## config.mk

```make
export PLATFORM = sky130hd
export DESIGN_NAME = convdim1_stream_ctrl
export DESIGN_NICKNAME = d
export VERILOG_FILES = /design/src/rtl/convdim1_stream_ctrl.sv
export SDC_FILE = /design/constraint.sdc
export NUM_CORES = 1
export LEC_CHECK = 0
export BUFFER_PORTS_ARGS = -buffer_cell sky130_fd_sc_hd__buf_2
export CORE_UTILIZATION = 35
export CTS_BUF_LIST = sky130_fd_sc_hd__clkbuf_4
export DETAILED_ROUTE_END_ITERATION = 8
export SETUP_SLACK_MARGIN = 0.2
export SYNTH_ARGS = -nofsm -noshare
export SYNTH_HDL_FRONTEND = slang
export SYNTH_SLANG_ARGS = --single-unit
```

## constraint.sdc

```tcl
create_clock -name clk -period 6 [get_ports clk]
set_input_delay 1.2 -clock clk [delete_from_list [all_inputs] [get_ports clk]]
set_output_delay 1.2 -clock clk [all_outputs]
set_load 0.01 [all_outputs]
```

## src/rtl/convdim1_stream_ctrl.sv

```systemverilog
// Purpose : bit-serial valid/ready sequencer around a combinational GF(2) 1-D convolution.
// Latency : last input beat at cycle t, result capture at t+1, first output beat valid at t+2.
// Backpr. : s_ready low outside LOAD; m_valid/m_data/m_last held until the m_ready handshake.
//
// Optional feature macro: CONVCTL_EARLY_LAST_EN
//   When defined, the s_last port exists and a beat carrying s_last ends the
//   frame early. Bits that were never received read as zero. The output frame
//   is still OUTLEN bits long. When the macro is undefined, every frame is
//   exactly INLEN beats and there is no s_last port.
//
// Ports:
//   clk, rst           sole rising-edge clock, synchronous active-high reset
//   kern_wr/kern_data  kernel load; bit k is the coefficient of x^k
//   s_valid/s_ready    input bit stream; the first beat is in[0]
//   s_data, s_last     input bit, and the early end-of-frame flag (optional)
//   m_valid/m_ready    output bit stream; the first beat is out[0]
//   m_data, m_last     output bit; m_last is high with out[OUTLEN-1]
//   busy               low only when idle in LOAD with no beats collected

// Combinational GF(2) convolution: out[i] = XOR_k (in[i-k] & kern[k]).
// Partial products are ANDs and they are summed by XOR, so no carries are formed.
module convdim1 #(
    parameter int INLEN   = 8,
    parameter int KERNLEN = 3
) (
    input  logic [INLEN-1:0]         in_vec,
    input  logic [KERNLEN-1:0]       kern,
    output logic [INLEN+KERNLEN-2:0] out_vec
);
    localparam int OUTLEN = INLEN + KERNLEN - 1;

    always_comb begin
        out_vec = '0;
        for (int i = 0; i < OUTLEN; i++) begin
            for (int k = 0; k < KERNLEN; k++) begin
                // Input positions outside 0..INLEN-1 contribute zero.
                if ((i - k) >= 0 && (i - k) < INLEN) begin
                    out_vec[i] = out_vec[i] ^ (in_vec[i-k] & kern[k]);
                end
            end
        end
    end
endmodule

module convdim1_stream_ctrl #(
    parameter int INLEN   = 8,
    parameter int KERNLEN = 3
) (
    input  logic               clk,
    input  logic               rst,
    input  logic               kern_wr,
    input  logic [KERNLEN-1:0] kern_data,
    input  logic               s_valid,
    output logic               s_ready,
    input  logic               s_data,
`ifdef CONVCTL_EARLY_LAST_EN
    input  logic               s_last,
`endif
    output logic               m_valid,
    input  logic               m_ready,
    output logic               m_data,
    output logic               m_last,
    output logic               busy
);
    localparam int OUTLEN = INLEN + KERNLEN - 1;
    // The counter is wide enough to hold OUTLEN. It never advances past OUTLEN-1.
    localparam int CW     = $clog2(OUTLEN + 1);

    localparam logic [CW-1:0] LAST_IN  = CW'(INLEN - 1);
    localparam logic [CW-1:0] LAST_OUT = CW'(OUTLEN - 1);

    typedef enum logic [1:0] {
        ST_LOAD  = 2'd0,
        ST_CALC  = 2'd1,
        ST_DRAIN = 2'd2
    } state_t;

    state_t              state_q, state_d;
    logic [CW-1:0]       cnt_q, cnt_d;
    logic [INLEN-1:0]    frame_q, frame_d;
    logic [KERNLEN-1:0]  kern_q, kern_d;
    logic [OUTLEN-1:0]   out_q, out_d;
    logic [OUTLEN-1:0]   conv_out;
    logic                frame_end;

    convdim1 #(
        .INLEN   (INLEN),
        .KERNLEN (KERNLEN)
    ) u_conv (
        .in_vec  (frame_q),
        .kern    (kern_q),
        .out_vec (conv_out)
    );

    // A beat accepted in LOAD closes the frame in one of two cases: it fills
    // the last slot, or (when early termination is built in) it carries s_last.
`ifdef CONVCTL_EARLY_LAST_EN
    assign frame_end = s_last || (cnt_q == LAST_IN);
`else
    assign frame_end = (cnt_q == LAST_IN);
`endif

    always_ff @(posedge clk) begin
        if (rst) begin
            state_q <= ST_LOAD;
            cnt_q   <= '0;
            frame_q <= '0;
            kern_q  <= '0;
            out_q   <= '0;
        end else begin
            state_q <= state_d;
            cnt_q   <= cnt_d;
            frame_q <= frame_d;
            kern_q  <= kern_d;
            out_q   <= out_d;
        end
    end

    always_comb begin
        state_d = state_q;
        cnt_d   = cnt_q;
        frame_d = frame_q;
        kern_d  = kern_q;
        out_d   = out_q;
        s_ready = 1'b0;
        m_valid = 1'b0;
        m_data  = 1'b0;
        m_last  = 1'b0;

        case (state_q)
            ST_LOAD: begin
                s_ready = 1'b1;
                // The kernel may change only between frames. A write in the
                // same cycle as the first beat still reaches that frame,
                // because the kernel register is not read until CALC.
                if (kern_wr && cnt_q == '0) begin
                    kern_d = kern_data;
                end
                if (s_valid) begin
                    for (int i = 0; i < INLEN; i++) begin
                        if (cnt_q == CW'(i)) begin
                            frame_d[i] = s_data;
                        end
                    end
                    if (frame_end) begin
                        state_d = ST_CALC;
                        cnt_d   = '0;
                    end else begin
                        cnt_d   = cnt_q + CW'(1);
                    end
                end
            end

            ST_CALC: begin
                out_d   = conv_out;
                state_d = ST_DRAIN;
            end

            ST_DRAIN: begin
                m_valid = 1'b1;
                for (int i = 0; i < OUTLEN; i++) begin
                    if (cnt_q == CW'(i)) begin
                        m_data = out_q[i];
                    end
                end
                m_last = (cnt_q == LAST_OUT);
                if (m_ready) begin
                    if (cnt_q == LAST_OUT) begin
                        state_d = ST_LOAD;
                        cnt_d   = '0;
                        // Clearing the frame here means a short frame (early
                        // s_last) reads zeros in the slots it never wrote,
                        // and no bits from the previous frame leak through.
                        frame_d = '0;
                    end else begin
                        cnt_d   = cnt_q + CW'(1);
                    end
                end
            end

            default: begin
                state_d = ST_LOAD;
                cnt_d   = '0;
                frame_d = '0;
            end
        endcase
    end

    assign busy = !(state_q == ST_LOAD && cnt_q == '0);

endmodule

```

==> results.json, run 1 <==
{
  "worst_hold_path.num_cells": 2,
  "critical_path_required_ns": 4.80,
  "crit_fanout": 11,
  "power-per-cell-area_nw_per_um2": 185,
  "worstSetupPathType": "flop to output port",
  "cts_sinks": 27,
  "holdCritPathClass": "flop to flop",
  "synthCells": 206,
  "endpoint_kind": "output port",
  "timing.slew.headroom_pct": 50.8,
  "floorplan.core_area_um2": 4380,
  "detail-route-antenna-nets": 0,
  "maximum_number_of_pins_on_one_net_before_global_route_repair": 20,
  "arrival_ns": 2.26,
  "synth_top_cells_by_count": "nand2_1 (45), dfxtp_1 (27), clkbuf_1 (15), xnor2_1 (14), nor2_1 (11)",
  "maximum_vdd_ir_drop_v": 0.0000933,
  "grt_resource_usage_total_pct": 15.5,
  "clock_tree_from_tritoncts": "yes",
  "status": "complete, no violations",
  "die_h_um": 69.9,
  "area_delta_synth_final_pct": 5.51,
  "timing.setup.tns_ns": 0,
  "worst_slew_pin_slew_ns": 0.738,
  "io_pins": 14,
  "finalNetCount": 221,
  "drv.max_cap_violation_count": 0,
  "crit_path_start_kind": "flop",
  "synth_top_area_cell": "dfxtp_1",
  "yosys_warnings": 0,
  "postCtsSetupBuffers": 0,
  "synthDistinctLibCells": 43,
  "grt_first_pass_wirelength_mm": 6.09,
  "number_of_storage_elements_in_the_synthesis_netlist": 27,
  "fmax_mhz": 289,
  "die_x_um": 69.9,
  "grt_antenna_before_repair": 0,
  "start_util_pct": 36.8,
  "half_perimeter_wire_length_of_the_detailed_placement_result_mm": 2.71,
  "final_hold_viol_count": 0,
  "post-place-ws_ns": 2.95,
  "cts-root-buf": "clkbuf_4",
  "grt_setup_unrepaired": "false",
  "p_leak_uw": 0.000624,
  "io_buffer_count": 13,
  "firstDrtPassIters": 4,
  "postSynth.asyncResetShare_pct": 0,
  "fin_util_pct": 38.8,
  "num_vias": 1412,
  "grt_pass1_vias": 1179,
  "mappedNetlistNets": 219,
  "cts-hold-fix-buffers": 0,
  "routed_via_density": 5.45,
  "drive_gt1_share_pct": 9.66,
  "synth.cell_area_um2": 1610,
  "synth_top_flop_cell": "dfxtp_1",
  "drc": 0,
  "gp_congestion": 0.777,
  "fin_ws_ns": 2.54,
  "finalMaxSlewViolations": 0,
  "ctsHtreeMaxLevel": 1,
  "wirelength_mm": 3.74,
  "core.rowCount": 24,
  "skew_ns": 0.0131,
  "floorplan.die_area_um2": 4880,
  "antenna_cells": 0,
  "rr_worst_depth": 5,
  "setup_violations": 0,
  "clk_latency_ns": 0.33,
  "seq_total_area_yosys_pct": 33.5,
  "cts_max_path_bufs": 2,
  "drtIter0Drc": 120,
  "cts-buffers-inserted": 3,
  "netlist_top_cells_area": "dfxtp_1 (34%), nand2_1 (10%), xnor2_1 (7.6%)",
  "most_repeated_cell_in_the_gate_level_netlist_after_synthesis": "nand2_1",
  "route.detailed.wl_per_inst_um": 14.4,
  "post_cts_resize_count": 0,
  "period_minus_slack_ns": 3.46,
  "grt-ovfl-total": 0,
  "clk_transition_reported_paths_ns": 0.16,
  "synth-edff-count": 0,
  "netlist.area_leader.share_pct": 33.5,
  "finalCritPeriodShare_pct": 57.7,
  "synth.avg_cell_area_um2": 7.83
}
==> path summary, 6_finish.rpt <==
path           endpoint     start  slack, ns
min reg2reg    out_q[9]  out_q[9]       0.47
max              m_data  cnt_q[0]       2.54
min            out_q[9]  out_q[9]       0.47
max reg2reg  frame_q[7]  cnt_q[0]       3.73
==> cells by family after synthesis <==
logic type,Yosys count,synth area share [%]
muxes,3,1.86
DFF,27,33.5
xor gates and xnor gates,14,7.60
AOI/OAI and AO/OA,50,22.7
and+or+nand+nor,83,24.4
adders and majority gates,4,3.10
buffers and inverters,25,6.75
==> per-stage QoR <==
stage / area, um^2 / hold WS (ns) / cells / total power (uW)
6_report: 1700 / 0.471 / 259 / 315
5_1_grt: 1700 / 0.497 / 259 / 331
4_1_cts: 1700 / 0.472 / 259 / 317
3_5_place_dp: 1670 / 0.452 / 255 / 233
3_3_place_gp: 1670 / 0.449 / 255 / 233
2_1_floorplan: 1610 / 0.429 / 206 / 222
==> final cells by class <==
class	instances	area [um^2]
clock buffers	4	30.0
inverters	8	30.0
flip-flops and latches	27	541
multi-input cells	154	963
fillers	458	2680
well taps	52	65.1
repair buffers	14	72.6
==> cell usage in the layout (no fill, tap or decap), drive strengths merged, types with 2 or more instances in the layout <==
master   Yosys  final
nor2        11     11
buf          2     14
nor2b        3      3
nor3b        2      2
nand4bb      2      2
a211oi       5      5
and2         2      2
nand2       45     45
a21oi        6      6
ha           4      4
nand3b       2      2
a31oi        2      2
dfxtp       27     27
a32o         8      8
mux2i        3      3
o21ai        6      6
nand3        7      7
o22ai        8      8
xnor2       14     14
a21o         7      7
inv          7      7
clkbuf      15      4
==> flip-flops by register name, summed over array words and instances, names as in the netlist <==
signal and cells:
out_q 10, frame_q 8, cnt_q 4, kern_q 3
state_q 2
==> worst max-delay path, stage by stage, from the launching register on <==
cell and delay, ns:
dfxtp_1 0.46, inv_1 0.09, ha_1 0.34, nor3b_1 0.19, a2111oi_0 0.33, o2111ai_1 0.18
o22ai_1 0.19, buf_2 0.16
==> power breakdown <==
part | switching (uW) | internal, uW
sequential | 7.84 | 183
clock | 55.2 | 30.5
combinational | 22.6 | 15.6
==> per-layer routing <==
layer | share of wire, % | routed length [um] | vias to the layer above | GRT usage, %
met4 | 0.27 | 10 | 0 | 2.67
met3 | 4.1 | 154 | 2 | 3.17
met5 | 0 | 0 | - | 0
met2 | 45 | 1670 | 36 | 23.2
li1 | - | - | 725 | -
met1 | 51 | 1910 | 649 | 23.3
(Power assumes the default switching activity.)
==> run 2: changes to the inputs <==
--- a/config.mk
+++ b/config.mk
@@ -5,6 +5,7 @@
 export SDC_FILE = /design/constraint.sdc
 export NUM_CORES = 1
 export LEC_CHECK = 0
+export ABC_AREA = 1
 export BUFFER_PORTS_ARGS = -buffer_cell sky130_fd_sc_hd__buf_2
 export CORE_UTILIZATION = 35
 export CTS_BUF_LIST = sky130_fd_sc_hd__clkbuf_4
==> constraint.sdc (replaced) <==
create_clock -name clk -period 3.53 [get_ports clk]
set_input_delay 0.706 -clock clk [delete_from_list [all_inputs] [get_ports clk]]
set_output_delay 0.706 -clock clk [all_outputs]
set_load 0.01 [all_outputs]
==> results.json, run 2 <==
{
  "status": "complete, no violations",
  "synthCells": 250,
  "endpoint_kind": "output port",
  "ctsHtreeMaxLevel": 1,
  "post_cts_resize_count": 0,
  "floorplan.die_area_um2": 4970,
  "mostFrequentLayoutCells": "nand2_1 (68), inv_1 (29), dfxtp_1 (27)",
  "synthDistinctLibCells": 26,
  "grt_first_pass_wirelength_mm": 6.37,
  "nFillCells": 499,
  "fin_util_pct": 39.5,
  "yosys_warnings": 0,
  "finalCritPeriodShare_pct": 73.7,
  "timing.slew.headroom_pct": 54.0,
  "worst-r2r-setup-slack_ns": 1.76,
  "postSynth.asyncResetShare_pct": 0,
  "synth-edff-count": 0,
  "die_h_um": 70.5,
  "holdCritPathClass": "flop to flop",
  "final_hold_viol_count": 0,
  "skew_ns": 0.00991,
  "synth.cell_area_um2": 1640,
  "largest_register": "out_q",
  "cts-root-buf": "clkbuf_4",
  "drv.max_cap_violation_count": 0,
  "finalNonFillerCells": 310,
  "grt_antenna_before_repair": 0,
  "die_x_um": 70.5,
  "crit_fanout": 6,
  "postCtsSetupBuffers": 0,
  "num_vias": 1526,
  "antenna_cells": 0,
  "finalNetCount": 272,
  "fmax_mhz": 384,
  "most_repeated_cell_in_the_gate_level_netlist_after_synthesis": "nand2_1",
  "cts-hold-fix-buffers": 0,
  "io_buffer_count": 13,
  "largest_reg_flops": 10,
  "maximum_vdd_ir_drop_v": 0.000170,
  "clk_transition_reported_paths_ns": 0.16,
  "route.detailed.wl_per_inst_um": 12.0,
  "seq_total_area_yosys_pct": 32.9,
  "synth_top_flop_cell": "dfxtp_1",
  "number_of_storage_elements_in_the_synthesis_netlist": 27,
  "clock_tree_from_tritoncts": "yes",
  "firstDrtPassIters": 4,
  "grt_resource_usage_total_pct": 16.1,
  "period_minus_slack_ns": 2.60,
  "setup_violations": 0,
  "multi_input_area_um2": 928,
  "start_util_pct": 37.0,
  "cts_max_path_bufs": 2,
  "floorplan.core_area_um2": 4440,
  "half_perimeter_wire_length_of_the_detailed_placement_result_mm": 2.73,
  "io_pins": 14,
  "clk_latency_ns": 0.34,
  "reg2reg_from": "cnt_q[1]",
  "arrival_ns": 1.90,
  "power-per-cell-area_nw_per_um2": 308,
  "area_delta_synth_final_pct": 6.85,
  "netlist.area_leader.share_pct": 32.9,
  "rr_worst_depth": 7,
  "total_placed_cells_including_tap_cells": 306,
  "largest_registers": "out_q: 10 flops, frame_q: 8 flops, cnt_q: 4 flops",
  "worst_r2r_endpoint": "state_q[1]",
  "routed_via_density": 4.92,
  "synth.avg_cell_area_um2": 6.57,
  "maximum_number_of_pins_on_one_net_before_global_route_repair": 23,
  "critical_path_required_ns": 2.82,
  "storage_element_area_um2": 541,
  "grt_setup_unrepaired": "false",
  "whs_endpoint": "out_q[9]",
  "gp_congestion": 0.820,
  "timing.setup.tns_ns": 0,
  "grt-ovfl-total": 0,
  "layout.cells.most_common": "nand2_1",
  "cts-buffers-inserted": 3,
  "cts_sinks": 27,
  "worst_hold_path.num_cells": 2,
  "drtIter0Drc": 102,
  "detail-route-antenna-nets": 0,
  "core.rowCount": 24,
  "crit_path_start_kind": "flop",
  "netlist_top_cells_area": "dfxtp_1 (33%), nand2_1 (16%), inv_1 (6.6%)",
  "p_leak_uw": 0.000756,
  "wirelength_mm": 3.72,
  "hold_path.startpoint": "out_q[9]",
  "synth_top_cells_by_count": "nand2_1 (68), inv_1 (29), dfxtp_1 (27), nand3_1 (21), nor2_1 (20)",
  "drc": 0,
  "worstSetupPathType": "flop to output port",
  "grt_pass1_vias": 1417,
  "mappedNetlistNets": 263,
  "drive_gt1_share_pct": 11.2,
  "worst_slew_pin_slew_ns": 0.687,
  "finalMaxSlewViolations": 0,
  "synth_top_area_cell": "dfxtp_1"
}
[run 2: cell types whose count changed after synthesis, sizes merged, moves of 7 or more]
cell,previous run,this run
xor2,0,8
o21ai,6,18
a21oi,6,19
a21o,7,0
nor2,11,25
nand2,45,70
o22ai,8,0
nand3,7,21
clkbuf,15,5
xnor2,14,6
inv,7,33
a32o,8,0
[run 2: kinds of logic after synthesis]
logic type	after synthesis	share of synthesized area, %
AOI/OAI and AO/OA	43	14.1
xor gates and xnor gates	14	7.46
adders and majority gates	4	3.05
buffers and inverters	42	10.6
DFF	27	32.9
and+or+nand+nor	120	31.9
[run 2: layout make-up]
type | instances | area share [%]
Multi-Input combinational cell | 181 | 52.9
Sequential cell | 27 | 30.8
Inverter | 33 | 7.20
Timing Repair Buffer | 13 | 3.71
Tap cell | 52 | 3.71
Clock buffer | 3 | 1.28
Clock inverter | 1 | 0.428
[run 2: stage by stage]
step | hold slack, ns | worst slack [ns] | total power, uW | area, um^2
floorplan | 0.437 | 1.54 | 381 | 1640
global route | 0.505 | 0.716 | 568 | 1760
CTS | 0.483 | 0.928 | 543 | 1760
global placement | 0.454 | 1.36 | 401 | 1730
detailed placement | 0.461 | 1.32 | 401 | 1730
finish | 0.482 | 0.927 | 540 | 1760
[run 2: power breakdown]
group	leakage, uW	switching, uW	total [uW]	internal (uW)
Combinational	0.000523	44.3	67.4	23.1
Sequential	0.000219	14.9	328	313
Clock	0.0000139	101	145	43.4
Total	0.000756	161	540	379
[run 2: worst max path at each step]
stage | startpoint | endpoint | slack [ns] | depth (start not counted)
6_report | cnt_q[1] | m_data | 0.93 | 14
3_3_place_gp | cnt_q[0] | m_data | 1.36 | 13
5_1_grt | cnt_q[1] | m_data | 0.72 | 14
4_1_cts | cnt_q[1] | m_data | 0.93 | 14
3_5_place_dp | cnt_q[1] | m_data | 1.32 | 14
2_1_floorplan | cnt_q[1] | m_data | 1.54 | 13
[run 2: routing by layer]
metal	global-route usage, %	routed length [um]	part of all wire [%]
met1	21.2	1920	52
met2	27.4	1660	45
met3	3.46	110	3.0
met4	3.17	24	0.65
met5	0	0	0
[run 2: critical path, stage by stage (launching register included)]
cell and delay (ns):
dfxtp_1 0.44, inv_1 0.10, ha_1 0.26, nor2_1 0.12, nand3_1 0.07, nand3_1 0.07, nand2_1 0.05, nand2_1 0.05
nand2_1 0.04, nand2_1 0.05, nand2_1 0.05, nand2_1 0.06, nand2_1 0.05, nand2_1 0.05, buf_2 0.12
